$ cat config.mk
export PLATFORM = sky130hd
export DESIGN_NAME = core_sequencer
export DESIGN_NICKNAME = d
export VERILOG_FILES = /design/src/rtl/core_pkg.sv /design/src/rtl/pc_counter.sv /design/src/rtl/core_sequencer.sv
export SDC_FILE = /design/constraint.sdc
export NUM_CORES = 1
export LEC_CHECK = 0
export BUFFER_PORTS_ARGS = -buffer_cell sky130_fd_sc_hd__buf_2
export CAP_MARGIN = 20
export CORE_AREA = 2 2 49 51
export CTS_CLUSTER_SIZE = 14
export DETAILED_ROUTE_END_ITERATION = 8
export DIE_AREA = 0 0 51 53
export PLACE_DENSITY_LB_ADDON = 0.3
export SLEW_MARGIN = 20
export SYNTH_ARGS = -nofsm -noshare
export SYNTH_HDL_FRONTEND = slang
export SYNTH_SLANG_ARGS = --single-unit
$ cat constraint.sdc
create_clock -name clk -period 1.9 [get_ports clk]
set_clock_uncertainty 0.05 [all_clocks]
set_input_delay 0 -clock clk [delete_from_list [all_inputs] [get_ports clk]]
set_output_delay 0 -clock clk [all_outputs]
set_load 0.01 [all_outputs]
$ cat src/rtl/core_pkg.sv
// rtl/core_pkg.sv - shared opcodes, sub-ops and state encodings for the microcore sequencer.
// Optional single-step support is enabled with CORE_SEQUENCER_STEP_EN.
package core_pkg;

  localparam logic [1:0] OP_LDI = 2'b00;
  localparam logic [1:0] OP_ADD = 2'b01;
  localparam logic [1:0] OP_JMP = 2'b10;
  localparam logic [1:0] OP_SYS = 2'b11;

  localparam logic [1:0] SYS_NOP  = 2'b00;
  localparam logic [1:0] SYS_OUT  = 2'b01;
  localparam logic [1:0] SYS_HALT = 2'b10;

  typedef enum logic [2:0] {
    ST_IDLE,
    ST_FETCH,
    ST_LATCH,
    ST_DECODE,
    ST_EXEC,
    ST_HALT,
    ST_PAUSE
  } state_t;

  // What EXEC does to the PC: advance, load a jump target, or freeze on HALT.
  typedef enum logic [1:0] {
    EX_STEP,
    EX_JMP,
    EX_HALT
  } exec_t;

  function automatic exec_t classify(input logic [1:0] op, input logic [1:0] sub);
    exec_t kind;
    kind = EX_STEP;
    if (op == OP_JMP) kind = EX_JMP;
    else if (op == OP_SYS && sub == SYS_HALT) kind = EX_HALT;
    return kind;
  endfunction

endpackage

$ cat src/rtl/pc_counter.sv
// rtl/pc_counter.sv - program counter with load, wrapping increment and async reset to START_PC.
// Load has priority over increment.
module pc_counter #(
  parameter int PC_W     = 6,
  parameter int START_PC = 0
) (
  input  logic            clk,
  input  logic            rst,
  input  logic            load_i,
  input  logic            inc_i,
  input  logic [PC_W-1:0] load_val_i,
  output logic [PC_W-1:0] pc_o
);

  logic [PC_W-1:0] pc_q;
  logic [PC_W-1:0] pc_d;

  always_comb begin
    pc_d = pc_q;
    if (load_i) pc_d = load_val_i;
    else if (inc_i) pc_d = pc_q + PC_W'(1);
  end

  always_ff @(posedge clk or posedge rst) begin
    if (rst) pc_q <= PC_W'(START_PC);
    else     pc_q <= pc_d;
  end

  assign pc_o = pc_q;

endmodule

$ cat src/rtl/core_sequencer.sv
// rtl/core_sequencer.sv - fetch/latch/decode/execute controller for the 4-bit microcore.
// Define CORE_SEQUENCER_STEP_EN to add the step input and the PAUSE state.
module core_sequencer
  import core_pkg::*;
#(
  parameter int PC_W     = 6,
  parameter int START_PC = 0
) (
  input  logic            clk,
  input  logic            rst,
  input  logic            start,
`ifdef CORE_SEQUENCER_STEP_EN
  input  logic            step,
`endif
  output logic            mem_rd,
  output logic [PC_W-1:0] pc_out,
  input  logic            mem_valid,
  output logic            ir_ena,
  input  logic [1:0]      mnm,
  input  logic [1:0]      wr_addr_mnm,
  input  logic [3:0]      rd_addr_wr_data,
  output logic            rf_we,
  output logic [1:0]      rf_waddr,
  output logic [1:0]      rf_raddr,
  output logic            rf_wsel,
  output logic            out_valid,
  output logic            busy,
  output logic            halted
);

  state_t state_q, state_d;
  exec_t  exec_q;
  logic   mem_rd_q, ir_ena_q, rf_we_q, rf_wsel_q, out_valid_q, busy_q, halted_q;
  logic [1:0] rf_waddr_q, rf_raddr_q;
  logic   pc_load, pc_inc;
  logic [PC_W-1:0] jmp_target;

`ifdef CORE_SEQUENCER_STEP_EN
  logic step_prev_q;
  logic step_rise;
  assign step_rise = step & ~step_prev_q;
`endif

  always_comb begin
    state_d = state_q;
    case (state_q)
      ST_IDLE:   if (start) state_d = ST_FETCH;
      ST_FETCH:  if (mem_valid) state_d = ST_LATCH;
      ST_LATCH:  state_d = ST_DECODE;
      ST_DECODE: state_d = ST_EXEC;
      ST_EXEC: begin
        if (exec_q == EX_HALT) state_d = ST_HALT;
`ifdef CORE_SEQUENCER_STEP_EN
        else state_d = ST_PAUSE;
`else
        else state_d = ST_FETCH;
`endif
      end
      ST_HALT:   state_d = ST_HALT;
`ifdef CORE_SEQUENCER_STEP_EN
      ST_PAUSE:  if (step_rise) state_d = ST_FETCH;
`endif
      default:   state_d = ST_IDLE;
    endcase
  end

  // IR fields stay stable through EXEC, so the jump target is taken directly from them.
  assign jmp_target = PC_W'({wr_addr_mnm, rd_addr_wr_data});
  assign pc_load    = (state_q == ST_EXEC) && (exec_q == EX_JMP);
  assign pc_inc     = (state_q == ST_EXEC) && (exec_q == EX_STEP);

  pc_counter #(
    .PC_W     (PC_W),
    .START_PC (START_PC)
  ) u_pc (
    .clk        (clk),
    .rst        (rst),
    .load_i     (pc_load),
    .inc_i      (pc_inc),
    .load_val_i (jmp_target),
    .pc_o       (pc_out)
  );

  // Outputs are registered from the next state so they line up with the state they belong to.
  always_ff @(posedge clk or posedge rst) begin
    if (rst) begin
      state_q     <= ST_IDLE;
      exec_q      <= EX_STEP;
      mem_rd_q    <= 1'b0;
      ir_ena_q    <= 1'b0;
      rf_we_q     <= 1'b0;
      rf_waddr_q  <= 2'b00;
      rf_raddr_q  <= 2'b00;
      rf_wsel_q   <= 1'b0;
      out_valid_q <= 1'b0;
      busy_q      <= 1'b0;
      halted_q    <= 1'b0;
`ifdef CORE_SEQUENCER_STEP_EN
      step_prev_q <= 1'b0;
`endif
    end else begin
      state_q     <= state_d;
      mem_rd_q    <= (state_d == ST_FETCH);
      ir_ena_q    <= (state_d == ST_LATCH);
      busy_q      <= !(state_d inside {ST_IDLE, ST_HALT, ST_PAUSE});
      halted_q    <= (state_d == ST_HALT);
      rf_we_q     <= (state_q == ST_DECODE) && (mnm == OP_LDI || mnm == OP_ADD);
      out_valid_q <= (state_q == ST_DECODE) && (mnm == OP_SYS) && (wr_addr_mnm == SYS_OUT);
      if (state_q == ST_DECODE) begin
        exec_q     <= classify(mnm, wr_addr_mnm);
        rf_waddr_q <= wr_addr_mnm;
        rf_raddr_q <= rd_addr_wr_data[1:0];
        rf_wsel_q  <= (mnm == OP_ADD);
      end
`ifdef CORE_SEQUENCER_STEP_EN
      step_prev_q <= step;
`endif
    end
  end

  assign mem_rd    = mem_rd_q;
  assign ir_ena    = ir_ena_q;
  assign rf_we     = rf_we_q;
  assign rf_waddr  = rf_waddr_q;
  assign rf_raddr  = rf_raddr_q;
  assign rf_wsel   = rf_wsel_q;
  assign out_valid = out_valid_q;
  assign busy      = busy_q;
  assign halted    = halted_q;

endmodule

==> impl_metrics.csv, run 1 <==
group,metric,value,unit
route,drt_iter0_drc,17,
sta,finalWorstSetupSlack,0.182,ns
power_and_ir_drop,vdd_drop_max,0.717,mV
sta,period_share,0.904,
logic_synthesis,synth_edf_count,0,
setup_path,crit_chain,"or4b_1 -> buf_4 -> or3_1 -> nand3_1",
setup_path,cp_max_fo,8,
floorplanning,io_pins,29,
setup_path,start_kind,"flip-flop",
logic_synthesis,yosysMostFrequentCell,"dfrtp_1",
global_route,grt_pass1_vias,829,
power_and_ir_drop,p_per_area,1310,nW/um^2
global_route,use_met2,0.297,
logic_synthesis,synth_xor_area_frac,0,
sta,fin_setup_tns,0,ns
route,avgRoutedWirePerCell,12.2,microns
logic_synthesis,syn-instance-count,102,
global_route,gr-usage-all-layers,0.183,
cts,clockBufferDepth,2,
logic_synthesis,synth_area_per_cell,10.1,sq um
sta,fin_crit,1.72,ns
setup_path,rr_startpoint,"state_q[0]$_DFF_PP0_",
logic_synthesis,synth-compound-area-share,0.121,
cts,clkTransAtPathRegs,0.12,ns
floorplanning,die_area,2700,sq um
logic_synthesis,synth_top_area_frac,0.534,
logic_synthesis,yosys_warnings,0,
place,post-place-cells,158,
finish,nNetsFinal,159,
logic_synthesis,synth_area,1030,sq um
floorplanning,initial_core_util,0.480,
global_route,grt.busiest_layer,"met2",
sta,tightestPinTransition,0.793,ns
setup_path,cp.required,2.09,ns
global_route,grt-ovfl-total,0,
global_route,grt_pass1_wl,3600,microns
logic_synthesis,synthDistinctLibCells,27,
floorplanning,core_area,2150,sq um
setup_path,crit_family,"simple AND/OR/NAND/NOR gates",
finish,syn_to_final_growth,33.3,%
floorplanning,die_h,53,microns
flow_run,maxCapViolCount,0,
global_route,antenna_found_initial,0,
cts,cts.sinks,22,
logic_synthesis,synth-simple-area-share,0.235,
logic_synthesis,synth_top_area_cell,"dfrtp_1",
power_and_ir_drop,switchingPower,0.669,mW
power_and_ir_drop,leakagePower,0.638,nW
setup_path,critPathSlowestCell,"or4b_1",
logic_synthesis,synth_area_leaders,"dfrtp_1 53%, o21ai_0 4.9%, mux2_2 4.4%, nand2_1 4.0%, nand3_1 3.9%",
worst_hold_path,min_from,"mnm[1]",
place,dp_slack,0.231,ns
route,drt_pass1_iterations,4,
place,io_buffer_count,28,
cts,post_cts_buffers,0,
sta,fmax,582,MHz
power_and_ir_drop,swShare,0.373,
cts,cts-root-buf,"clkbuf_4",
setup_path,worstSetupPathType,"reg -> reg",
logic_synthesis,async_flop_share,1.00,
floorplanning,rows,17,
worst_hold_path,hold_end,"rf_we$_DFF_PP0_",
setup_path,arrival,1.91,ns
setup_path,worst-path-buf-inv,1,
finish,fill_cells,190,
route,wirelength,2120,microns
logic_synthesis,synth-seq-area-share,0.534,
setup_path,end_kind,"flip-flop",
logic_synthesis,synth.area.mux_share,0.0631,
global_route,met1_usage,0.226,
logic_synthesis,synth_common_cells,"22 x dfrtp_1, 11 x nand2_1, 10 x o21ai_0, 9 x nor2_1, 8 x nand3_1",
global_route,globalRouteMet3Util,0.0367,
power_and_ir_drop,p_clk_frac,0.142,
power_and_ir_drop,p_int,1.13,mW
cts,cts_tree,"done",
sta,slew_headroom,0.470,
sta,hold_viol,0,
place,gp_congestion,0.742,
route,route.detailed.drc,0,
place,hpwlAfterDp,1500,microns
setup_path,reg2reg_to,"u_pc.pc_o[0]$_DFFE_PP0P_",
finish,stdcell_count,173,
logic_synthesis,synth_top_flop_cell,"dfrtp_1",
route,final_antenna_net_count,0,
sta,holdWs,0.360,ns
cts,insertion_delay,0.30,ns
power_and_ir_drop,p_total,1.80,mW
power_and_ir_drop,pwr-share-comb,0.425,
setup_path,r2r_setup_slack,0.18,ns
outcome,outcome,"finished clean",
route,via_per_inst,5.12,
global_route,grt_max_degree,23,
setup_path,r2r_cells,4,
cts,htree_levels,1,
worst_hold_path,holdCritPathClass,"in -> reg",
logic_synthesis,syn-num-nets,115,
route,dr_total_vias,886,
sta,setup_viol,0,
floorplanning,dieWidth,51,microns
cts,numCtsBuffers,3,
setup_path,worst_path_largest_cell_delay,0.59,ns
finish,num_antenna_cells,0,
logic_synthesis,synth_seq_cells,22,
power_and_ir_drop,pwr-share-seq,0.433,
logic_synthesis,yosys.area_share.adder,0.0121,
sta,maxSlewViolCount,0,
sta,rsz0062_at_grt,"no",
worst_hold_path,hold_depth,3,
logic_synthesis,synth_top_family_by_area,"simple AND/OR/NAND/NOR gates",
finish,drive_gt1_frac,0.303,
-- final cells by class --
| class | count | area, sq um | area share |
|---|---|---|---|
| Inverter | 3 | 11.3 | 0.00820 |
| Clock buffer | 4 | 36.3 | 0.0264 |
| Timing Repair Buffer | 45 | 295 | 0.215 |
| Sequential cell | 22 | 551 | 0.401 |
| Multi-Input combinational cell | 71 | 445 | 0.324 |
| Tap cell | 28 | 35.0 | 0.0255 |
-- worst max path at each step --
| stage | startpoint | end | slack [ns] | depth (start not counted) |
|---|---|---|---|---|
| finish | state_q[0]$_DFF_PP0_ | u_pc.pc_o[0]$_DFFE_PP0P_ | 0.18 | 4 |
| global placement | state_q[0]$_DFF_PP0_ | u_pc.pc_o[4]$_DFFE_PP0P_ | 0.26 | 3 |
| CTS | state_q[0]$_DFF_PP0_ | u_pc.pc_o[0]$_DFFE_PP0P_ | 0.20 | 4 |
| global route | state_q[1]$_DFF_PP0_ | u_pc.pc_o[5]$_DFFE_PP0P_ | 0.13 | 4 |
| detailed placement | state_q[0]$_DFF_PP0_ | u_pc.pc_o[0]$_DFFE_PP0P_ | 0.23 | 4 |
| floorplan | state_q[1]$_DFF_PP0_ | u_pc.pc_o[3]$_DFFE_PP0P_ | 0.19 | 4 |
-- worst register-to-register path: stages, from the launching register on --
cell,delay [ns]
dfrtp_1,0.43
or4b_1,0.59
buf_4,0.20
or3_1,0.31
nand3_1,0.09
-- repair_timing --
| action | CTS | global route |
|---|---|---|
| gates resized for setup | 0 | 0 |
| setup endpoints to repair | 0 | 0 |
| hold endpoints to repair | 40 | 0 |
| hold buffers | 11 | 0 |
-- power by group through the flow --
stage / Sequential, mW / Combinational (mW) / Clock [mW]
global placement: 0.780 / 0.733 / 0
floorplan: 0.822 / 0.433 / 0
CTS: 0.779 / 0.772 / 0.265
global route: 0.803 / 0.865 / 0.282
detailed placement: 0.790 / 0.751 / 0
finish: 0.778 / 0.764 / 0.255
-- metrics by stage --
step	utilization	cell area, sq um
final	0.639	1370
after global routing	0.639	1370
after CTS	0.639	1370
after detailed placement	0.571	1230
after global placement	0.571	1230
after floorplan	-	1030
-- cell families after synthesis --
kind of cell | count (synthesis)
DFF | 22
AOI/OAI and AO/OA | 20
adders and majority gates | 1
buffers and inverters | 9
and+or+nand+nor | 44
muxes | 6
-- per-layer routing --
layer / up-vias / routed length (microns)
met1: 419 / 958
met5: - / 0
met3: 6 / 61
met4: 0 / 65
met2: 15 / 1030
li1: 446 / -
-- registers in the layout, summed over array words and instances (netlist names), 2 cells and up --
| signal | flops |
|---|---|
| exec_q | 2 |
| state_q | 3 |
| rf_waddr | 2 |
| u_pc.pc_o | 6 |
| rf_raddr | 2 |
-- cells in the final DEF, fill, tap and decap left out, types with 3 or more instances in the layout --
| cell type | netlist | layout |
|---|---|---|
| buf_4 | 0 | 6 |
| nand3_1 | 8 | 8 |
| o21ai_0 | 10 | 10 |
| mux2_2 | 4 | 4 |
| nor2_1 | 9 | 9 |
| buf_2 | 1 | 28 |
| dfrtp_1 | 22 | 22 |
| inv_1 | 3 | 3 |
| a22oi_1 | 3 | 3 |
| nor2b_1 | 4 | 4 |
| clkbuf_4 | 0 | 3 |
| nand2_1 | 11 | 11 |
| dlygate4sd3_1 | 0 | 11 |
No activity file was read; power rests on OpenSTA's default activity.
==> run 2: changes to the inputs <==
--- a/config.mk
+++ b/config.mk
@@ -11,6 +11,7 @@
 export CTS_CLUSTER_SIZE = 14
 export DETAILED_ROUTE_END_ITERATION = 8
 export DIE_AREA = 0 0 51 53
+export MAX_ROUTING_LAYER = met4
 export PLACE_DENSITY_LB_ADDON = 0.3
 export SLEW_MARGIN = 20
 export SYNTH_ARGS = -nofsm -noshare
==> run 2 against run 1 <==
  * First-iteration DRC count fell by 5.9%
  * Total power about the same
  * Sequential share of layout area unchanged
  * Maximum frequency is essentially flat
  * Worst hold slack worse by 0.0010 ns
  * Global-route usage rose by 0.48 points
  * Sequential power is essentially flat
  * Combinational power about the same
==> impl_metrics.csv, run 2 (same netlist as run 1, synthesis figures left out) <==
group,metric,value,unit
outcome,outcome,"finished clean",
sta,fin_crit,1.72,ns
floorplanning,io_pins,29,
cts,clockBufferDepth,2,
setup_path,critPathSlowestCell,"or4b_1",
cts,cts-root-buf,"clkbuf_4",
floorplanning,rows,17,
power_and_ir_drop,switchingPower,0.671,mW
floorplanning,die_h,53,microns
finish,nNetsFinal,159,
sta,slew_headroom,0.470,
power_and_ir_drop,swShare,0.373,
sta,fin_setup_tns,0,ns
finish,syn_to_final_growth,33.3,%
route,dr_total_vias,897,
setup_path,crit_chain,"or4b_1 -> buf_4 -> or3_1 -> nand3_1",
finish,drive_gt1_frac,0.303,
floorplanning,initial_core_util,0.480,
setup_path,start_kind,"flip-flop",
cts,insertion_delay,0.30,ns
setup_path,worst-path-buf-inv,1,
floorplanning,die_area,2700,sq um
route,drt_pass1_iterations,4,
power_and_ir_drop,p_int,1.13,mW
setup_path,cp.required,2.09,ns
place,gp_congestion,0.752,
global_route,grt_max_degree,23,
sta,tightestPinTransition,0.793,ns
place,dp_slack,0.231,ns
global_route,grt_pass1_vias,834,
sta,finalWorstSetupSlack,0.181,ns
cts,clkTransAtPathRegs,0.12,ns
power_and_ir_drop,p_total,1.80,mW
cts,cts.sinks,22,
setup_path,arrival,1.91,ns
power_and_ir_drop,vdd_drop_max,0.716,mV
power_and_ir_drop,p_clk_frac,0.142,
flow_run,maxCapViolCount,0,
cts,cts_hold_buf,11,
power_and_ir_drop,p_per_area,1310,nW/um^2
cts,numCtsBuffers,3,
sta,maxSlewViolCount,0,
sta,period_share,0.905,
finish,final_common_cell,"buf_2",
route,via_per_inst,5.18,
cts,post_cts_buffers,0,
global_route,gr-usage-all-layers,0.188,
floorplanning,dieWidth,51,microns
route,avgRoutedWirePerCell,12.3,microns
finish,num_antenna_cells,0,
cts,cts_tree,"done",
setup_path,crit_family,"simple AND/OR/NAND/NOR gates",
power_and_ir_drop,leakagePower,0.638,nW
place,post-place-cells,158,
route,route.detailed.drc,0,
finish,largest_reg_flops,6,
worst_hold_path,holdCritPathClass,"in -> async",
place,hpwlAfterDp,1500,microns
power_and_ir_drop,pwr-share-comb,0.425,
global_route,grt-ovfl-total,0,
sta,hold_viol,0,
setup_path,r2r_cells,4,
setup_path,path_depth,4,
setup_path,worst_path_largest_cell_delay,0.59,ns
sta,setup_viol,0,
setup_path,end_kind,"flip-flop",
finish,stdcell_count,173,
global_route,antenna_found_initial,0,
setup_path,worstSetupPathType,"reg -> reg",
sta,fmax,582,MHz
finish,final_cell_mix,"28 x buf_2, 22 x dfrtp_1, 11 x nand2_1, 11 x dlygate4sd3_1, 10 x o21ai_0",
power_and_ir_drop,pwr-share-seq,0.433,
setup_path,cp_max_fo,8,
cts,cts_resized,0,
route,wirelength,2130,microns
route,final_antenna_net_count,0,
route,drt_iter0_drc,16,
cts,htree_levels,1,
place,io_buffer_count,28,
global_route,grt_pass1_wl,3600,microns
floorplanning,core_area,2150,sq um
sta,rsz0062_at_grt,"no",
[run 2: cell counts in the layout (fill, tap and decap cells not counted)]
Identical to the previous run, type by type.
[run 2: cell type report]
class / count / area [sq um]
multi-input combinational: 71 / 445
clock buffer: 4 / 36.3
fill: 190 / 774
tap: 28 / 35.0
inverter: 3 / 11.3
timing repair buffer: 45 / 295
sequential: 22 / 551
[run 2: final timing paths]
| kind | start | endpoint | slack (ns) |
|---|---|---|---|
| worst max-delay path | state_q[0]$_DFF_PP0_ | u_pc.pc_o[0]$_DFFE_PP0P_ | 0.18 |
| worst min-delay path | rst | ir_ena$_DFF_PP0_ | 0.36 |
| worst max register to register | state_q[0]$_DFF_PP0_ | u_pc.pc_o[0]$_DFFE_PP0P_ | 0.18 |
| worst min register to register | rf_waddr[1]$_DFFE_PP0P_ | rf_waddr[1]$_DFFE_PP0P_ | 0.44 |
| max in group asynchronous | rst | rf_waddr[0]$_DFFE_PP0P_ | 0.94 |
| min in group clk | mnm[1] | rf_we$_DFF_PP0_ | 0.36 |
[run 2: metal layers]
layer / track usage / routed length (microns) / vias to the layer above
met5: - / 0 / -
met1: 0.226 / 955 / 422
li1: - / - / 446
met3: 0.0367 / 68 / 6
met2: 0.297 / 1040 / 23
met4: 0.108 / 68 / 0
[run 2: power by group through the flow]
stage	Clock (mW)	Combinational [mW]	Sequential [mW]
finish	0.255	0.765	0.778
global route	0.282	0.865	0.803
floorplan	0	0.433	0.822
detailed placement	0	0.751	0.790
global placement	0	0.733	0.780
CTS	0.265	0.772	0.779
[run 2: tightest hold or removal path, delay by kind of cell]
kind / cells / cell delay, ns
buffers and inverters: 3 / 1.26
[run 2: through the flow]
step	hold WS (ns)	instance area (sq um)	util
after global routing	0.366	1370	0.639
final	0.359	1370	0.639
after CTS	0.348	1370	0.639
after detailed placement	0.153	1230	0.571
after floorplan	-0.0608	1030	-
after global placement	0.142	1230	0.571
==> run 3: changes to the inputs <==
--- a/config.mk
+++ b/config.mk
@@ -7,13 +7,14 @@
 export LEC_CHECK = 0
 export BUFFER_PORTS_ARGS = -buffer_cell sky130_fd_sc_hd__buf_2
 export CAP_MARGIN = 20
-export CORE_AREA = 2 2 49 51
+export CORE_AREA = 2 2 50 52
 export CTS_CLUSTER_SIZE = 14
 export DETAILED_ROUTE_END_ITERATION = 8
-export DIE_AREA = 0 0 51 53
+export DIE_AREA = 0 0 52 54
 export MAX_ROUTING_LAYER = met4
-export PLACE_DENSITY_LB_ADDON = 0.3
+export PLACE_DENSITY = 0.69
 export SLEW_MARGIN = 20
 export SYNTH_ARGS = -nofsm -noshare
 export SYNTH_HDL_FRONTEND = slang
+export SYNTH_HIERARCHICAL = 1
 export SYNTH_SLANG_ARGS = --single-unit
==> run 3 against run 2 <==
  * Combinational power rose by 24%
  * Worst hold slack got worse by 0.27 ns
  * Global-route usage is 1.6 points lower
  * Synthesized area is 3.3% higher
  * Clock power decreased by 2%
  * Critical path depth unchanged
  * Total power up 13%
  * Core utilization fell by 2.4 points
  * Via count decreased by 3.2%
  * Critical path type unchanged
  * Critical endpoint is now exec_q[1]$_DFFE_PP0N_
  * Largest cell class unchanged
==> impl_metrics.csv, run 3 <==
group,metric,value,unit
flow_run,maxCapViolCount,0,
floorplanning,rows,18,
sta,finalWorstSetupSlack,0.130,ns
global_route,grt-ovfl-total,0,
cts,htree_levels,1,
floorplanning,die_area,2810,sq um
place,dp_slack,0.320,ns
power_and_ir_drop,p_per_area,1420,nW/um^2
cts,clkTransAtPathRegs,0.12,ns
global_route,grt_pass1_wl,3370,microns
logic_synthesis,synth_edf_count,0,
sta,rsz0062_at_grt,"no",
logic_synthesis,synth_top_area_frac,0.517,
logic_synthesis,synth-seq-area-share,0.517,
setup_path,r2r_setup_slack,0.13,ns
cts,clockBufferDepth,2,
setup_path,cp_max_fo,10,
logic_synthesis,async_flop_share,1.00,
power_and_ir_drop,p_total,2.03,mW
logic_synthesis,syn-num-nets,112,
finish,final_cell_area,1430,sq um
route,final_antenna_net_count,0,
floorplanning,dieWidth,52,microns
route,avgRoutedWirePerCell,11.6,microns
global_route,grt_max_degree,17,
setup_path,rr_startpoint,"state_q[2]$_DFF_PP0_",
sta,hold_viol,0,
route,met1Wirelength,908,microns
logic_synthesis,yosys_warnings,6,
cts,numCtsBuffers,3,
setup_path,arrival,1.96,ns
sta,setup_viol,0,
logic_synthesis,yosysMostFrequentCell,"dfrtp_1",
finish,final_cell_mix,"28 x buf_2, 22 x dfrtp_1, 15 x nand2_1",
logic_synthesis,synth_seq_cells,22,
logic_synthesis,syn-instance-count,99,
logic_synthesis,synth_top_flop_cell,"dfrtp_1",
finish,final_common_cell,"buf_2",
logic_synthesis,synth_area,1060,sq um
outcome,outcome,"finished clean",
sta,holdWs,0.0882,ns
sta,maxSlewViolCount,0,
finish,drive_gt1_frac,0.347,
setup_path,start_kind,"flip-flop",
global_route,antenna_found_initial,0,
sta,period_share,0.932,
finish,fill_cells,193,
cts,cts_tree,"done",
place,post-place-cells,157,
floorplanning,core_area,2320,sq um
route,route.detailed.drc,0,
finish,postLayoutCoreUtil,0.616,
setup_path,end_kind,"flip-flop",
finish,largest_reg_flops,6,
route,drt_iter0_drc,13,
sta,fmax,565,MHz
finish,nNetsFinal,161,
floorplanning,io_pins,29,
global_route,gr-usage-all-layers,0.172,
logic_synthesis,synth_common_cells,"22 x dfrtp_1, 15 x nand2_1, 6 x o21ai_0, 5 x nor2_1",
place,gp_congestion,0.720,
setup_path,critPathLaunch,"state_q[2]$_DFF_PP0_",
logic_synthesis,synth_top_area_cell,"dfrtp_1",
floorplanning,initial_core_util,0.459,
route,top_layer_used,"met4",
cts,insertion_delay,0.30,ns
logic_synthesis,synth_area_per_cell,10.8,sq um
setup_path,worstSetupPathType,"reg -> reg",
route,wl_met2,1020,microns
route,wirelength,2050,microns
cts,cts-root-buf,"clkbuf_4",
route,wl_met3,92,microns
cts,cts.sinks,22,
power_and_ir_drop,vdd_drop_max,0.732,mV
route,drt_pass1_iterations,4,
logic_synthesis,synthDistinctLibCells,34,
cts,cts_resized,0,
place,io_buffer_count,28,
finish,num_antenna_cells,0,
global_route,grt_pass1_vias,765,
finish,syn_to_final_growth,34.2,%
power_and_ir_drop,leakagePower,0.688,nW
place,hpwlAfterDp,1490,microns
place,place_area,1240,sq um
sta,tightestPinTransition,0.614,ns
sta,fin_setup_tns,0,ns
sta,fin_crit,1.77,ns
logic_synthesis,synth_area_leaders,"dfrtp_1 52%, nand2_1 5.3%, xor2_1 3.3%, buf_6 3.2%, mux2_2 3.2%",
route,dr_total_vias,868,
setup_path,cp.required,2.09,ns
sta,slew_headroom,0.591,
route,via_per_inst,4.90,
floorplanning,die_h,54,microns
worst_hold_path,holdCritPathClass,"in -> async",
finish,stdcell_count,177,
run 3: cell types whose count changed in the layout (fill, tap and decap cells not counted), sizes merged, moves of 4 or more:
| cell | change |
|---|---|
| nand2 | +4 |
| xor2 | +4 |
| nand3 | -5 |
| nor2 | -4 |
run 3: cells by family (layout without fill, tap and decap cells):
logic type,after synthesis,count (layout),synth area share
simple gates,40,40,0.223
compound gates,17,17,0.101
buf+inv,10,58,0.0646
xor+xnor,5,5,0.0411
mux,4,4,0.0411
fa+ha+maj,1,1,0.0117
flops,22,22,0.517
run 3: layout make-up:
cell class / count / area, sq um / area share
Clock buffer: 4 / 36.3 / 0.0254
Inverter: 4 / 15.0 / 0.0105
Multi-Input combinational cell: 67 / 452 / 0.316
Sequential cell: 22 / 551 / 0.385
Tap cell: 30 / 37.5 / 0.0263
Timing Repair Buffer: 50 / 338 / 0.236
run 3: worst paths after layout:
| path | cells past startpoint | endpoint |
|---|---|---|
| setup reg to reg | 4 | exec_q[1]$_DFFE_PP0N_ |
| min in group clk | 3 | rf_we$_DFF_PP0_ |
| hold / removal | 3 | u_pc/pc_o[3]$_DFFE_PP0P_ |
| hold reg to reg | 2 | rf_wsel$_DFFE_PP0N_ |
| setup / recovery | 4 | exec_q[1]$_DFFE_PP0N_ |
| max in group asynchronous | 3 | rf_waddr[1]$_DFFE_PP0N_ |
run 3: routing by layer:
layer	vias to the layer above	global-route usage
met1	415	0.203
met2	18	0.291
met5	-	-
met4	0	0.0789
met3	2	0.0250
li1	433	-
run 3: power by group:
| part | total (mW) | switching [mW] | internal, mW | leakage (nW) |
|---|---|---|---|---|
| sequential | 0.826 | 0.154 | 0.672 | 0.271 |
| clock | 0.251 | 0.135 | 0.117 | 0.0210 |
| combinational | 0.949 | 0.476 | 0.472 | 0.396 |
| total | 2.03 | 0.765 | 1.26 | 0.688 |
run 3: repair_timing:
action,CTS,global route
hold endpoints to repair,42,0
setup endpoints to repair,0,1
buffers inserted,0,3
hold buffers,13,0
run 3: worst max-delay path, stage by stage (launching register included):
cell	delay (ns)
dfrtp_1	0.43
buf_4	0.18
nand3b_4	0.20
o41ai_2	0.27
dlygate4sd3_1	0.58
